===== src/rtl/lsu_pkg.sv =====
// Shared types and lane helpers for the mem_lsu_sb load/store unit.
// Optional store-to-load forwarding is enabled with the LSU_SB_FORWARD_EN macro.
package lsu_pkg;

  // Buffer entries carry a fixed-width address; modules use the low ADDR_W bits.
  localparam int SB_ADDR_MAX = 64;

  typedef enum logic [1:0] {
    SZ_BYTE = 2'd0,
    SZ_HALF = 2'd1,
    SZ_WORD = 2'd2
  } lsu_size_e;

  typedef enum logic [2:0] {
    IDLE    = 3'd0,
    LD_ADDR = 3'd1,
    LD_DATA = 3'd2,
    ST_ADDR = 3'd3,
    ST_DATA = 3'd4
  } lsu_state_e;

  typedef struct packed {
    logic [SB_ADDR_MAX-1:0] addr;
    logic [3:0]             wstrb;
    logic [31:0]            wdata;
    lsu_size_e              size;
  } sb_entry_t;

  function automatic lsu_size_e norm_size(input logic [1:0] s);
    lsu_size_e r;
    case (s)
      2'd0:    r = SZ_BYTE;
      2'd1:    r = SZ_HALF;
      default: r = SZ_WORD;
    endcase
    return r;
  endfunction

  function automatic logic misaligned(input lsu_size_e size, input logic [1:0] a);
    logic r;
    case (size)
      SZ_HALF: r = a[0];
      SZ_WORD: r = (a != 2'b00);
      default: r = 1'b0;
    endcase
    return r;
  endfunction

  function automatic logic [3:0] lane_strb(input lsu_size_e size, input logic [1:0] a);
    logic [3:0] r;
    case (size)
      SZ_BYTE: r = 4'b0001 << a;
      SZ_HALF: r = 4'b0011 << a;
      default: r = 4'b1111;
    endcase
    return r;
  endfunction

  function automatic logic [31:0] store_lanes(input lsu_size_e size, input logic [31:0] d);
    logic [31:0] r;
    case (size)
      SZ_BYTE: r = {4{d[7:0]}};
      SZ_HALF: r = {2{d[15:0]}};
      default: r = d;
    endcase
    return r;
  endfunction

  function automatic logic [31:0] load_extract(input logic [31:0] rdata, input lsu_size_e size,
                                               input logic [1:0] a, input logic sgn);
    logic [31:0] sh;
    logic [31:0] r;
    sh = rdata >> {a, 3'b000};
    case (size)
      SZ_BYTE: r = {{24{sgn & sh[7]}}, sh[7:0]};
      SZ_HALF: r = {{16{sgn & sh[15]}}, sh[15:0]};
      default: r = sh;
    endcase
    return r;
  endfunction

endpackage


===== src/rtl/lsu_store_buffer.sv =====
// Circular store buffer with word-address match against all valid entries.
// LSU_SB_FORWARD_EN adds a youngest-match forward path with byte-coverage check.
module lsu_store_buffer
  import lsu_pkg::*;
#(
  parameter int SB_DEPTH = 4,
  parameter int ADDR_W   = 32
) (
  input  logic              clk,
  input  logic              rst,
  input  logic              push,
  input  sb_entry_t         push_entry,
  input  logic              pop,
  input  logic [ADDR_W-1:2] match_word,
`ifdef LSU_SB_FORWARD_EN
  input  logic [3:0]        fwd_strb,
  output logic              fwd_ok,
  output logic [31:0]       fwd_data,
`endif
  output sb_entry_t         head,
  output logic              full,
  output logic              empty,
  output logic              hit
);

  localparam int PTR_W = $clog2(SB_DEPTH);
  localparam logic [PTR_W:0] PTR_ONE = {{PTR_W{1'b0}}, 1'b1};

  sb_entry_t        mem_r [SB_DEPTH];
  logic [PTR_W:0]   wr_ptr_r;
  logic [PTR_W:0]   rd_ptr_r;
  logic [PTR_W:0]   count_s;

  // Pointer and storage update; the head entry stays resident until its write completes.
  always_ff @(posedge clk) begin
    if (rst) begin
      wr_ptr_r <= {(PTR_W+1){1'b0}};
      rd_ptr_r <= {(PTR_W+1){1'b0}};
      for (int i = 0; i < SB_DEPTH; i++) begin
        mem_r[i] <= '0;
      end
    end else begin
      if (push) begin
        mem_r[wr_ptr_r[PTR_W-1:0]] <= push_entry;
        wr_ptr_r <= wr_ptr_r + PTR_ONE;
      end
      if (pop) begin
        rd_ptr_r <= rd_ptr_r + PTR_ONE;
      end
    end
  end

  assign full    = (wr_ptr_r[PTR_W] != rd_ptr_r[PTR_W]) &&
                   (wr_ptr_r[PTR_W-1:0] == rd_ptr_r[PTR_W-1:0]);
  assign empty   = (wr_ptr_r == rd_ptr_r);
  assign head    = mem_r[rd_ptr_r[PTR_W-1:0]];
  assign count_s = wr_ptr_r - rd_ptr_r;

`ifdef LSU_SB_FORWARD_EN
  logic [3:0]  yng_strb_s;
  logic [31:0] yng_data_s;
`endif

  // Scan oldest to youngest so the last match seen is the youngest.
  always_comb begin
    logic [PTR_W-1:0] idx;
    logic             m;
    hit = 1'b0;
    idx = rd_ptr_r[PTR_W-1:0];
    m   = 1'b0;
`ifdef LSU_SB_FORWARD_EN
    yng_strb_s = 4'h0;
    yng_data_s = 32'h0;
`endif
    for (int i = 0; i < SB_DEPTH; i++) begin
      idx = rd_ptr_r[PTR_W-1:0] + PTR_W'(i);
      m   = ((PTR_W+1)'(i) < count_s) && (mem_r[idx].addr[ADDR_W-1:2] == match_word);
      hit = hit | m;
`ifdef LSU_SB_FORWARD_EN
      yng_strb_s = m ? mem_r[idx].wstrb : yng_strb_s;
      yng_data_s = m ? mem_r[idx].wdata : yng_data_s;
`endif
    end
  end

`ifdef LSU_SB_FORWARD_EN
  assign fwd_ok   = hit && ((yng_strb_s & fwd_strb) == fwd_strb);
  assign fwd_data = yng_data_s;
`endif

endmodule


===== src/rtl/mem_lsu_sb.sv =====
// MEM-stage load/store unit: posted store buffer, blocking loads, split addr/data bus.
// Define LSU_SB_FORWARD_EN to complete fully covered hazarding loads from the buffer.
module mem_lsu_sb
  import lsu_pkg::*;
#(
  parameter int SB_DEPTH = 4,
  parameter int ADDR_W   = 32
) (
  input  logic              clk,
  input  logic              rst,
  input  logic              req_valid,
  input  logic              req_we,
  input  logic [1:0]        req_size,
  input  logic              req_signed,
  input  logic [ADDR_W-1:0] req_addr,
  input  logic [31:0]       req_wdata,
  input  logic              req_flush,
  output logic              stall,
  output logic              load_valid,
  output logic [31:0]       load_data,
  output logic              exc_adel,
  output logic              exc_ades,
  output logic [ADDR_W-1:0] bad_addr,
  output logic              sb_empty,
  output logic              bus_req,
  output logic              bus_wr,
  output logic [1:0]        bus_size,
  output logic [ADDR_W-1:0] bus_addr,
  output logic [3:0]        bus_wstrb,
  output logic [31:0]       bus_wdata,
  input  logic              bus_addr_ok,
  input  logic              bus_data_ok,
  input  logic [31:0]       bus_rdata
);

  lsu_state_e        state_r;
  logic              bus_req_r, bus_wr_r, ld_signed_r, discard_r, fwd_pend_r;
  lsu_size_e         bus_size_r;
  logic [ADDR_W-1:0] bus_addr_r;
  logic [3:0]        bus_wstrb_r;
  logic [31:0]       bus_wdata_r, load_data_r;

  lsu_size_e  size_s;
  logic       misalign_s, ld_req_s, st_req_s, ld_busy_s;
  logic       ld_done_s, ld_ok_s, st_done_s, ld_issue_s, st_issue_s, ld_fwd_s;
  logic       sb_push_s, sb_full_s, sb_empty_s, sb_hit_s;
  logic [31:0] fwd_word_s, bus_load_s;
  sb_entry_t  push_entry_s, head_s;

  assign size_s     = norm_size(req_size);
  assign misalign_s = misaligned(size_s, req_addr[1:0]);
  assign exc_adel   = req_valid & ~req_we & misalign_s;
  assign exc_ades   = req_valid & req_we & misalign_s;
  assign bad_addr   = (exc_adel | exc_ades) ? req_addr : {ADDR_W{1'b0}};
  assign ld_req_s   = req_valid & ~req_we & ~misalign_s & ~req_flush;
  assign st_req_s   = req_valid & req_we & ~misalign_s & ~req_flush;

  assign ld_busy_s  = (state_r == LD_ADDR) | (state_r == LD_DATA);
  assign ld_done_s  = bus_data_ok & ((state_r == LD_DATA) | ((state_r == LD_ADDR) & bus_addr_ok));
  assign st_done_s  = bus_data_ok & ((state_r == ST_DATA) | ((state_r == ST_ADDR) & bus_addr_ok));
  // A flush in the completion cycle also drops the result: it is the load being flushed.
  assign ld_ok_s    = ld_done_s & ~discard_r & ~req_flush;
  assign ld_issue_s = (state_r == IDLE) & ld_req_s & ~fwd_pend_r & ~sb_hit_s & ~ld_fwd_s;
  assign st_issue_s = (state_r == IDLE) & ~ld_issue_s & ~sb_empty_s;
  assign sb_push_s  = st_req_s & (~sb_full_s | st_done_s);

  assign bus_load_s = load_extract(bus_rdata, bus_size_r, bus_addr_r[1:0], ld_signed_r);
  assign load_valid = ld_ok_s | (fwd_pend_r & ~req_flush);
  assign load_data  = ld_ok_s ? bus_load_s : load_data_r;
  assign stall      = (ld_req_s & ~load_valid) | (st_req_s & sb_full_s & ~st_done_s);
  assign sb_empty   = sb_empty_s;

  assign bus_req   = bus_req_r;
  assign bus_wr    = bus_wr_r;
  assign bus_size  = bus_size_r;
  assign bus_addr  = bus_addr_r;
  assign bus_wstrb = bus_wstrb_r;
  assign bus_wdata = bus_wdata_r;

  // Build the lane-aligned buffer entry for an incoming store.
  always_comb begin
    push_entry_s       = '0;
    push_entry_s.addr  = SB_ADDR_MAX'(req_addr);
    push_entry_s.wstrb = lane_strb(size_s, req_addr[1:0]);
    push_entry_s.wdata = store_lanes(size_s, req_wdata);
    push_entry_s.size  = size_s;
  end

`ifdef LSU_SB_FORWARD_EN
  logic        fwd_ok_s;
  logic [31:0] fwd_data_s;
  assign ld_fwd_s   = ld_req_s & ~fwd_pend_r & ~ld_busy_s & sb_hit_s & fwd_ok_s;
  assign fwd_word_s = load_extract(fwd_data_s, size_s, req_addr[1:0], req_signed);
`else
  assign ld_fwd_s   = 1'b0;
  assign fwd_word_s = 32'h0000_0000;
`endif

  lsu_store_buffer #(.SB_DEPTH(SB_DEPTH), .ADDR_W(ADDR_W)) u_sb (
    .clk        (clk),
    .rst        (rst),
    .push       (sb_push_s),
    .push_entry (push_entry_s),
    .pop        (st_done_s),
    .match_word (req_addr[ADDR_W-1:2]),
`ifdef LSU_SB_FORWARD_EN
    .fwd_strb   (lane_strb(size_s, req_addr[1:0])),
    .fwd_ok     (fwd_ok_s),
    .fwd_data   (fwd_data_s),
`endif
    .head       (head_s),
    .full       (sb_full_s),
    .empty      (sb_empty_s),
    .hit        (sb_hit_s)
  );

  if (ADDR_W < SB_ADDR_MAX) begin : g_addr_tap
    logic head_addr_unused;
    assign head_addr_unused = ^head_s.addr[SB_ADDR_MAX-1:ADDR_W];
  end

  // Bus FSM with registered request signals, discard tracking and load result hold.
  always_ff @(posedge clk) begin
    if (rst) begin
      state_r     <= IDLE;
      bus_req_r   <= 1'b0;
      bus_wr_r    <= 1'b0;
      bus_size_r  <= SZ_BYTE;
      bus_addr_r  <= {ADDR_W{1'b0}};
      bus_wstrb_r <= 4'h0;
      bus_wdata_r <= 32'h0000_0000;
      ld_signed_r <= 1'b0;
      discard_r   <= 1'b0;
      fwd_pend_r  <= 1'b0;
      load_data_r <= 32'h0000_0000;
    end else begin
      fwd_pend_r <= ld_fwd_s;
      if (ld_ok_s) begin
        load_data_r <= bus_load_s;
      end else if (ld_fwd_s) begin
        load_data_r <= fwd_word_s;
      end
      if (ld_done_s) begin
        discard_r <= 1'b0;
      end else if (req_flush & ld_busy_s) begin
        discard_r <= 1'b1;
      end
      case (state_r)
        IDLE: begin
          if (ld_issue_s) begin
            state_r     <= LD_ADDR;
            bus_req_r   <= 1'b1;
            bus_wr_r    <= 1'b0;
            bus_size_r  <= size_s;
            bus_addr_r  <= req_addr;
            bus_wstrb_r <= 4'h0;
            bus_wdata_r <= 32'h0000_0000;
            ld_signed_r <= req_signed;
          end else if (st_issue_s) begin
            state_r     <= ST_ADDR;
            bus_req_r   <= 1'b1;
            bus_wr_r    <= 1'b1;
            bus_size_r  <= head_s.size;
            bus_addr_r  <= head_s.addr[ADDR_W-1:0];
            bus_wstrb_r <= head_s.wstrb;
            bus_wdata_r <= head_s.wdata;
          end else begin
            state_r <= IDLE;
          end
        end
        LD_ADDR: begin
          if (bus_addr_ok) begin
            bus_req_r <= 1'b0;
            state_r   <= bus_data_ok ? IDLE : LD_DATA;
          end else begin
            state_r <= LD_ADDR;
          end
        end
        LD_DATA: state_r <= bus_data_ok ? IDLE : LD_DATA;
        ST_ADDR: begin
          if (bus_addr_ok) begin
            bus_req_r <= 1'b0;
            state_r   <= bus_data_ok ? IDLE : ST_DATA;
          end else begin
            state_r <= ST_ADDR;
          end
        end
        ST_DATA: state_r <= bus_data_ok ? IDLE : ST_DATA;
        default: begin
          state_r   <= IDLE;
          bus_req_r <= 1'b0;
        end
      endcase
    end
  end

endmodule

===== config.mk =====
export PLATFORM = sky130hd
export DESIGN_NAME = mem_lsu_sb
export DESIGN_NICKNAME = d
export VERILOG_FILES = /design/src/rtl/lsu_pkg.sv /design/src/rtl/lsu_store_buffer.sv /design/src/rtl/mem_lsu_sb.sv
export SDC_FILE = /design/constraint.sdc
export NUM_CORES = 1
export LEC_CHECK = 0
export BUFFER_PORTS_ARGS = -buffer_cell sky130_fd_sc_hd__buf_2
export CAP_MARGIN = 25
export CORE_MARGIN = 2
export CORE_UTILIZATION = 39
export CTS_CLUSTER_DIAMETER = 200
export DETAILED_ROUTE_END_ITERATION = 8
export PLACE_DENSITY = 0.59
export SYNTH_ARGS = -nofsm -noshare
export SYNTH_HDL_FRONTEND = slang
export SYNTH_SLANG_ARGS = --single-unit

===== constraint.sdc =====
create_clock -name clk -period 8.71 [get_ports clk]
set_input_delay 1.742 -clock clk [delete_from_list [all_inputs] [get_ports clk]]
set_output_delay 1.742 -clock clk [all_outputs]
set_load 0.01 [all_outputs]

# Word-level counts from Yosys, hierarchy flattened
# Memories as Yosys holds them, arrays and structs flattened. A register that Yosys moved wholly into a read port is not among the register bits.
# Cells that the tools add are included.
# W data, S select, Z words.
# totals
out_inout_bits,141
latch_bits,0
rom_bits,0
memories,1
inputBits,106
wordCells,143
register_bits,115
ram_bits,280
# op_classes
bitwise,45
div,0
shift,3
mux,37
add_sub_neg,6
n_reduce_logical,18
n_mul,0
order_cmp,4
n_eq_ne,17
# memory_table
name,words,width,read_ports,rd_clocked_by_memory_dff,write_ports,line,rtl
u_sb.mem_r,4,70,4,1,4,lsu_store_buffer.sv:29,sb_entry_t mem_r [SB_DEPTH];
# op_table
operator,n
$mux W32,6
$pmux W32 S2,2
$eq A30 B30 Y1,4
$mux W70,1
$reduce_or A70 Y1,1
$shr A32 B5 Y32,1
$and A1 B1 Y1,25
$mux W2,9
$pmux W3 S5,1
$not A1 Y1,11
$mux W1,10
$or A1 B1 Y1,9
$mux W4,2
$pmux W4 S2,1
$add A3 B1 Y3 const B,2
$eq A2 B1 Y1 const B,3
$eq A3 B2 Y1 const B,2
$logic_not A2 Y1,3
$lt A1 B3 Y1 const A,2
$lt A2 B3 Y1 const A,2
$mux W3,2
$reduce_or A2 Y1,3
$logic_and A1 B1 Y1,5
$add A2 B2 Y2 const B,2
19 further kinds,21

# Longest topological paths before layout
# logic_depth
depth_word,15
ltp_mapped,14
depth_no_buf,12

# By module
# From an unflattened synthesis, not the netlist that was laid out.
# hier_totals
hier_cells,2036
area_unflattened_um2,27216.1
# by_module_without_submodules
module,cells_each,n_inst,area_each_um2
lsu_store_buffer,1403,1,21627.0
mem_lsu_sb,633,1,5589.1

# Worst setup path after synthesis
# OpenSTA, ideal clock, no wires.
# synth_path
path_kind,input to output
from,in bus_addr_ok
to,out load_data[21]
n_path_buf,2
setup_slack_ns,3.445
path_stages,9
t_arrival_ns,3.523
required_time_ns,6.968
cell_sequence,nand2_1 -> nor2_1 -> a21oi_1 -> or3_1 -> or3_1 -> clkbuf_1 -> a31oi_1 -> clkbuf_1 -> a21oi_1
# synth_via
elab_chain_cells,6
# synth_rtl
element,line,rtl
from (decl),mem_lsu_sb.sv:31,"input logic bus_addr_ok,"
$and A1 B1 Y1,mem_lsu_sb.sv:59,assign ld_done_s = bus_data_ok & ((state_r == LD_DATA) | ((state_r == LD_ADDR) & bus_addr_ok));
$or A1 B1 Y1,mem_lsu_sb.sv:59,
$and A1 B1 Y1,mem_lsu_sb.sv:59,
$and A1 B1 Y1 (2 in series),mem_lsu_sb.sv:62,assign ld_ok_s = ld_done_s & ~discard_r & ~req_flush;
$mux W32,n/a,
to (decl),mem_lsu_sb.sv:20,"output logic [31:0] load_data,"
# Every way passes these cells.

# Worst setup path after layout
# layout_path
from,in bus_addr_ok
to,out load_data[30]
# Same word-level chain as after synthesis.

==> qor.yml <==
status:
  outcome: "finished clean"
sta:
  post-route-min-period_ns: 5.542
  worst_slew_margin_rel: 0.3095
  layout_setup_ws_ns: 3.168
  slew_violations: 0
  totalNegativeSetupSlack_ns: 0
  post-route-period-util: 0.6363
  finalHoldViolations: 0
  grt_setup_unrepaired: "no"
  fin_worst_skew_ns: 0.02304
  max_clock_freq_mhz: 180.4
  max_slew.worst_pin.slew_ns: 1.036
  final-setup-viol-count: 0
critical_path:
  path_class: "in2out"
  worst-endpoint-arrival_ns: 3.80
  worst_setup_path_end_kind: "output port"
  rr_endpoint: "state_r[1]$_SDFF_PP0_"
  worstReg2RegStart: "u_sb.rd_ptr_r[0]$_SDFFE_PP0P_"
  reg2reg_depth: 11
  setup.reg_to_reg.worst_slack_ns: 3.59
  cp-start-kind: "primary input"
  endpoint_required_time_on_the_critical_path_ns: 6.97
  critical_path_peak_fanout: 34
global_route:
  grt_pass1_vias: 14620
  first_pass_grt_wire_length_mm: 93.47
  number_of_antenna_violations_at_the_first_check_in_global_routing: 5
  grtUsageMet1: 0.2976
  overflow_left_after_global_routing: 0
  globalRouteMet2Util: 0.3573
  groute.usage.overall: 0.2182
  grt_start_max_net_pins: 64
  busiest_layer: "met2"
  grt.met3_usage: 0.04434
yosys:
  syn_avg_cell_area_um2: 11.98
  yosysSeqAreaShare: 0.5008
  ys.warnings.count: 0
  synth_edf_count: 280
  synthArstFlopShare: 0
  syn_nets: 1902
  ys_seq_elements: 397
  netlist_area_mm2: 0.02146
  postSynth.topFlopCell: "sky130_fd_sc_hd__edfxtp_1"
  synth.distinct_cells: 50
  synth_cells: 1791
cts:
  cts_repair_resize_count: 0
  cts.sink_count: 397
  cts-root-to-sink-buffers: 3
  cts_buffers: 45
  insertion_delay_ns: 0.61
  cts_hold_buf: 0
  tritoncts: "built"
  cts.repair_timing.setup_buffer_count: 0
  clkTransAtPathRegs_ns: 0.06
  clockRootBuffer: "sky130_fd_sc_hd__clkbuf_16"
  cts_htree_levels: 2
place:
  dpl_worst_slack_ns: 2.582
  finalWeightedCongestion: 0.8567
  numPlacedInstances: 2596
  detailedPlacementHpwl_mm: 41.03
  number_of_port_buffers: 246
detailed_routing:
  num_vias: 15090
  drt_pre_antenna_iters: 7
  drt-initial-drc-count: 1291
  post_route_antenna_net_violation_count: 0
  wl_final_mm: 62.65
  avgViaCountPerCell: 5.624
  wire_per_inst_um: 23.35
  route.detailed.drc: 0
hold_path:
  hold_path_depth: 2
  min_to: "bus_wdata[30]$_SDFFE_PP0P_"
  hp-class: "reg2reg"
  hold_path_startpoint: "bus_wdata[30]$_SDFFE_PP0P_"
floorplanning:
  dieArea_mm2: 0.05693
  core_area_mm2: 0.05413
  placement_rows: 85
  starting_utilization_of_the_core_area: 0.3965
  floorplan.die.width_um: 238.6
  top_level_ports: 247
  die_height_um: 238.6
layout:
  areaGrowthSynthToFinish_pct: 15.23
  num_antenna_cells: 0
  finish.net_count: 2061
  layoutNonFillerInstCount: 2683
  final_layout_size_suffix_gt1_frac: 0.2693
power_and_ir_drop:
  vdd_drop_max_mv: 0.1395
  total_leakage_power_nw: 8.879
  pwr_density_cell_mw_per_mm2: 181.5
  fin_total_pwr_mw: 4.489
run:
  max_cap_violations: 0
==> synth_stat cells (2+ instances only) <==
| master | instances | area share |
|---|---|---|
| sky130_fd_sc_hd__and3_1 | 35 | 0.010 |
| sky130_fd_sc_hd__dfxtp_1 | 117 | 0.11 |
| sky130_fd_sc_hd__and2_1 | 160 | 0.047 |
| sky130_fd_sc_hd__nand2_1 | 139 | 0.024 |
| sky130_fd_sc_hd__xnor2_1 | 95 | 0.039 |
| sky130_fd_sc_hd__buf_2 | 20 | 0.0047 |
| sky130_fd_sc_hd__or3_1 | 5 | 0.0015 |
| sky130_fd_sc_hd__buf_1 | 20 | 0.0035 |
| sky130_fd_sc_hd__clkbuf_1 | 112 | 0.020 |
| sky130_fd_sc_hd__mux4_2 | 153 | 0.16 |
| sky130_fd_sc_hd__nand4_1 | 23 | 0.0067 |
| sky130_fd_sc_hd__o21ai_0 | 40 | 0.0093 |
| sky130_fd_sc_hd__o221ai_1 | 2 | 0.00082 |
| sky130_fd_sc_hd__or2_2 | 3 | 0.00087 |
| sky130_fd_sc_hd__a211oi_1 | 38 | 0.013 |
| sky130_fd_sc_hd__mux2_2 | 18 | 0.0094 |
| sky130_fd_sc_hd__ha_1 | 4 | 0.0023 |
| sky130_fd_sc_hd__nor3_1 | 30 | 0.0070 |
| sky130_fd_sc_hd__nand3_1 | 7 | 0.0016 |
| sky130_fd_sc_hd__a21oi_1 | 86 | 0.020 |
| sky130_fd_sc_hd__xor2_1 | 28 | 0.011 |
| sky130_fd_sc_hd__o2111ai_1 | 2 | 0.00082 |
| sky130_fd_sc_hd__inv_1 | 25 | 0.0044 |
| sky130_fd_sc_hd__o2bb2ai_1 | 3 | 0.0012 |
| sky130_fd_sc_hd__nand2b_1 | 9 | 0.0026 |
| sky130_fd_sc_hd__mux2i_1 | 77 | 0.036 |
| sky130_fd_sc_hd__nor4_1 | 9 | 0.0026 |
| sky130_fd_sc_hd__nor2b_1 | 37 | 0.011 |
| sky130_fd_sc_hd__buf_6 | 7 | 0.0037 |
| sky130_fd_sc_hd__nor3b_1 | 3 | 0.0010 |
| sky130_fd_sc_hd__a21o_1 | 8 | 0.0028 |
| sky130_fd_sc_hd__buf_4 | 6 | 0.0021 |
| sky130_fd_sc_hd__or4_1 | 4 | 0.0014 |
| sky130_fd_sc_hd__edfxtp_1 | 280 | 0.39 |
| sky130_fd_sc_hd__nor2_1 | 171 | 0.030 |
==> cells in the final DEF (no fill, tap or decap), types with 23 or more instances in the layout <==
master                      Yosys  final
sky130_fd_sc_hd__a211oi_1      38     38
sky130_fd_sc_hd__inv_1         25     25
sky130_fd_sc_hd__mux2i_1       77     77
sky130_fd_sc_hd__edfxtp_1     280    280
sky130_fd_sc_hd__dfxtp_1      117    114
sky130_fd_sc_hd__mux4_2       153    153
sky130_fd_sc_hd__xor2_1        28     28
sky130_fd_sc_hd__and2_1       160    160
sky130_fd_sc_hd__a21oi_1       86     86
sky130_fd_sc_hd__xnor2_1       95     95
sky130_fd_sc_hd__clkbuf_16      0     45
sky130_fd_sc_hd__nand4_1       23     23
sky130_fd_sc_hd__buf_4          6     27
sky130_fd_sc_hd__nor2_1       171    171
sky130_fd_sc_hd__and3_1        35     35
sky130_fd_sc_hd__nand2_1      139    139
sky130_fd_sc_hd__nor3_1        30     27
sky130_fd_sc_hd__o21ai_0       40     40
sky130_fd_sc_hd__buf_2         20    245
sky130_fd_sc_hd__nor2b_1       37     36
==> logic make-up after synthesis <==
logic type	after synthesis	share of synthesized area
muxes	248	0.2059
and+or+nand+nor	637	0.1482
adders and majority gates	5	0.003264
xor gates and xnor gates	124	0.05124
DFF	397	0.5008
AOI/OAI and AO/OA	189	0.05252
buffers and inverters	191	0.03806
==> state kept, by name (all words and copies together), names as in the netlist, 2 cells and up, named ones only <==
register and count:
bus_wstrb 4, bus_addr 32, u_sb.wr_ptr_r 3, bus_size 2, state_r 3, load_data_r 32, u_sb.rd_ptr_r 3, bus_wdata 32
u_sb.mem_r 280
==> per-layer routing <==
metal | vias up | routed length, um
li1 | 6849 | -
met4 | 6 | 1193
met3 | 85 | 4383
met2 | 526 | 29960
met5 | - | 37
met1 | 7624 | 27070
==> cell type report <==
cell class,count,area [um^2]
fillers,4939,29400
flip-flops and latches,397,10760
multi-input cells,1203,9977
repair buffers,277,1559
clock buffers,54,1190
well taps,696,870.8
clock inverters,30,280.3
inverters,26,97.59
==> power breakdown <==
part / switching [mW] / leakage (nW) / internal [mW]
Sequential: 0.0468 / 3.75 / 2.10
Clock: 0.821 / 0.709 / 1.07
Combinational: 0.273 / 4.42 / 0.179
Total: 1.14 / 8.88 / 3.35
==> critical path: stages <==
cell,delay (ns)
sky130_fd_sc_hd__buf_2,0.12
sky130_fd_sc_hd__nand2_1,0.09
sky130_fd_sc_hd__nor2_1,0.10
sky130_fd_sc_hd__a21oi_1,0.04
sky130_fd_sc_hd__or3_1,0.32
sky130_fd_sc_hd__or3_1,0.41
sky130_fd_sc_hd__buf_16,0.21
sky130_fd_sc_hd__clkinv_1,0.30
sky130_fd_sc_hd__nor2_1,0.09
sky130_fd_sc_hd__a21oi_1,0.19
sky130_fd_sc_hd__buf_2,0.17
==> worst max path at each step <==
stage | to | from | depth (start not counted) | slack [ns]
5_1_grt | u_sb.mem_r[0][62]$_SDFFCE_PN0P_ | req_valid | 8 | 2.89
3_5_place_dp | u_sb.mem_r[0][66]$_SDFFCE_PN0P_ | req_valid | 8 | 2.58
3_3_place_gp | u_sb.mem_r[0][66]$_SDFFCE_PN0P_ | req_valid | 8 | 2.67
6_report | load_data[30] | bus_addr_ok | 11 | 3.17
2_1_floorplan | load_data[21] | bus_addr_ok | 9 | 3.44
4_1_cts | load_data[30] | bus_addr_ok | 10 | 2.63
==> through the flow <==
step	cell area [um^2]	utilization	hold slack (ns)
floorplan	21460	-	0.4698
global placement	23130	0.4273	0.4444
detailed placement	23190	0.4284	0.4435
CTS	24660	0.4555	0.4516
global route	24730	0.4569	0.4727
finish	24730	0.4569	0.4526
(Power assumes the default switching activity.)
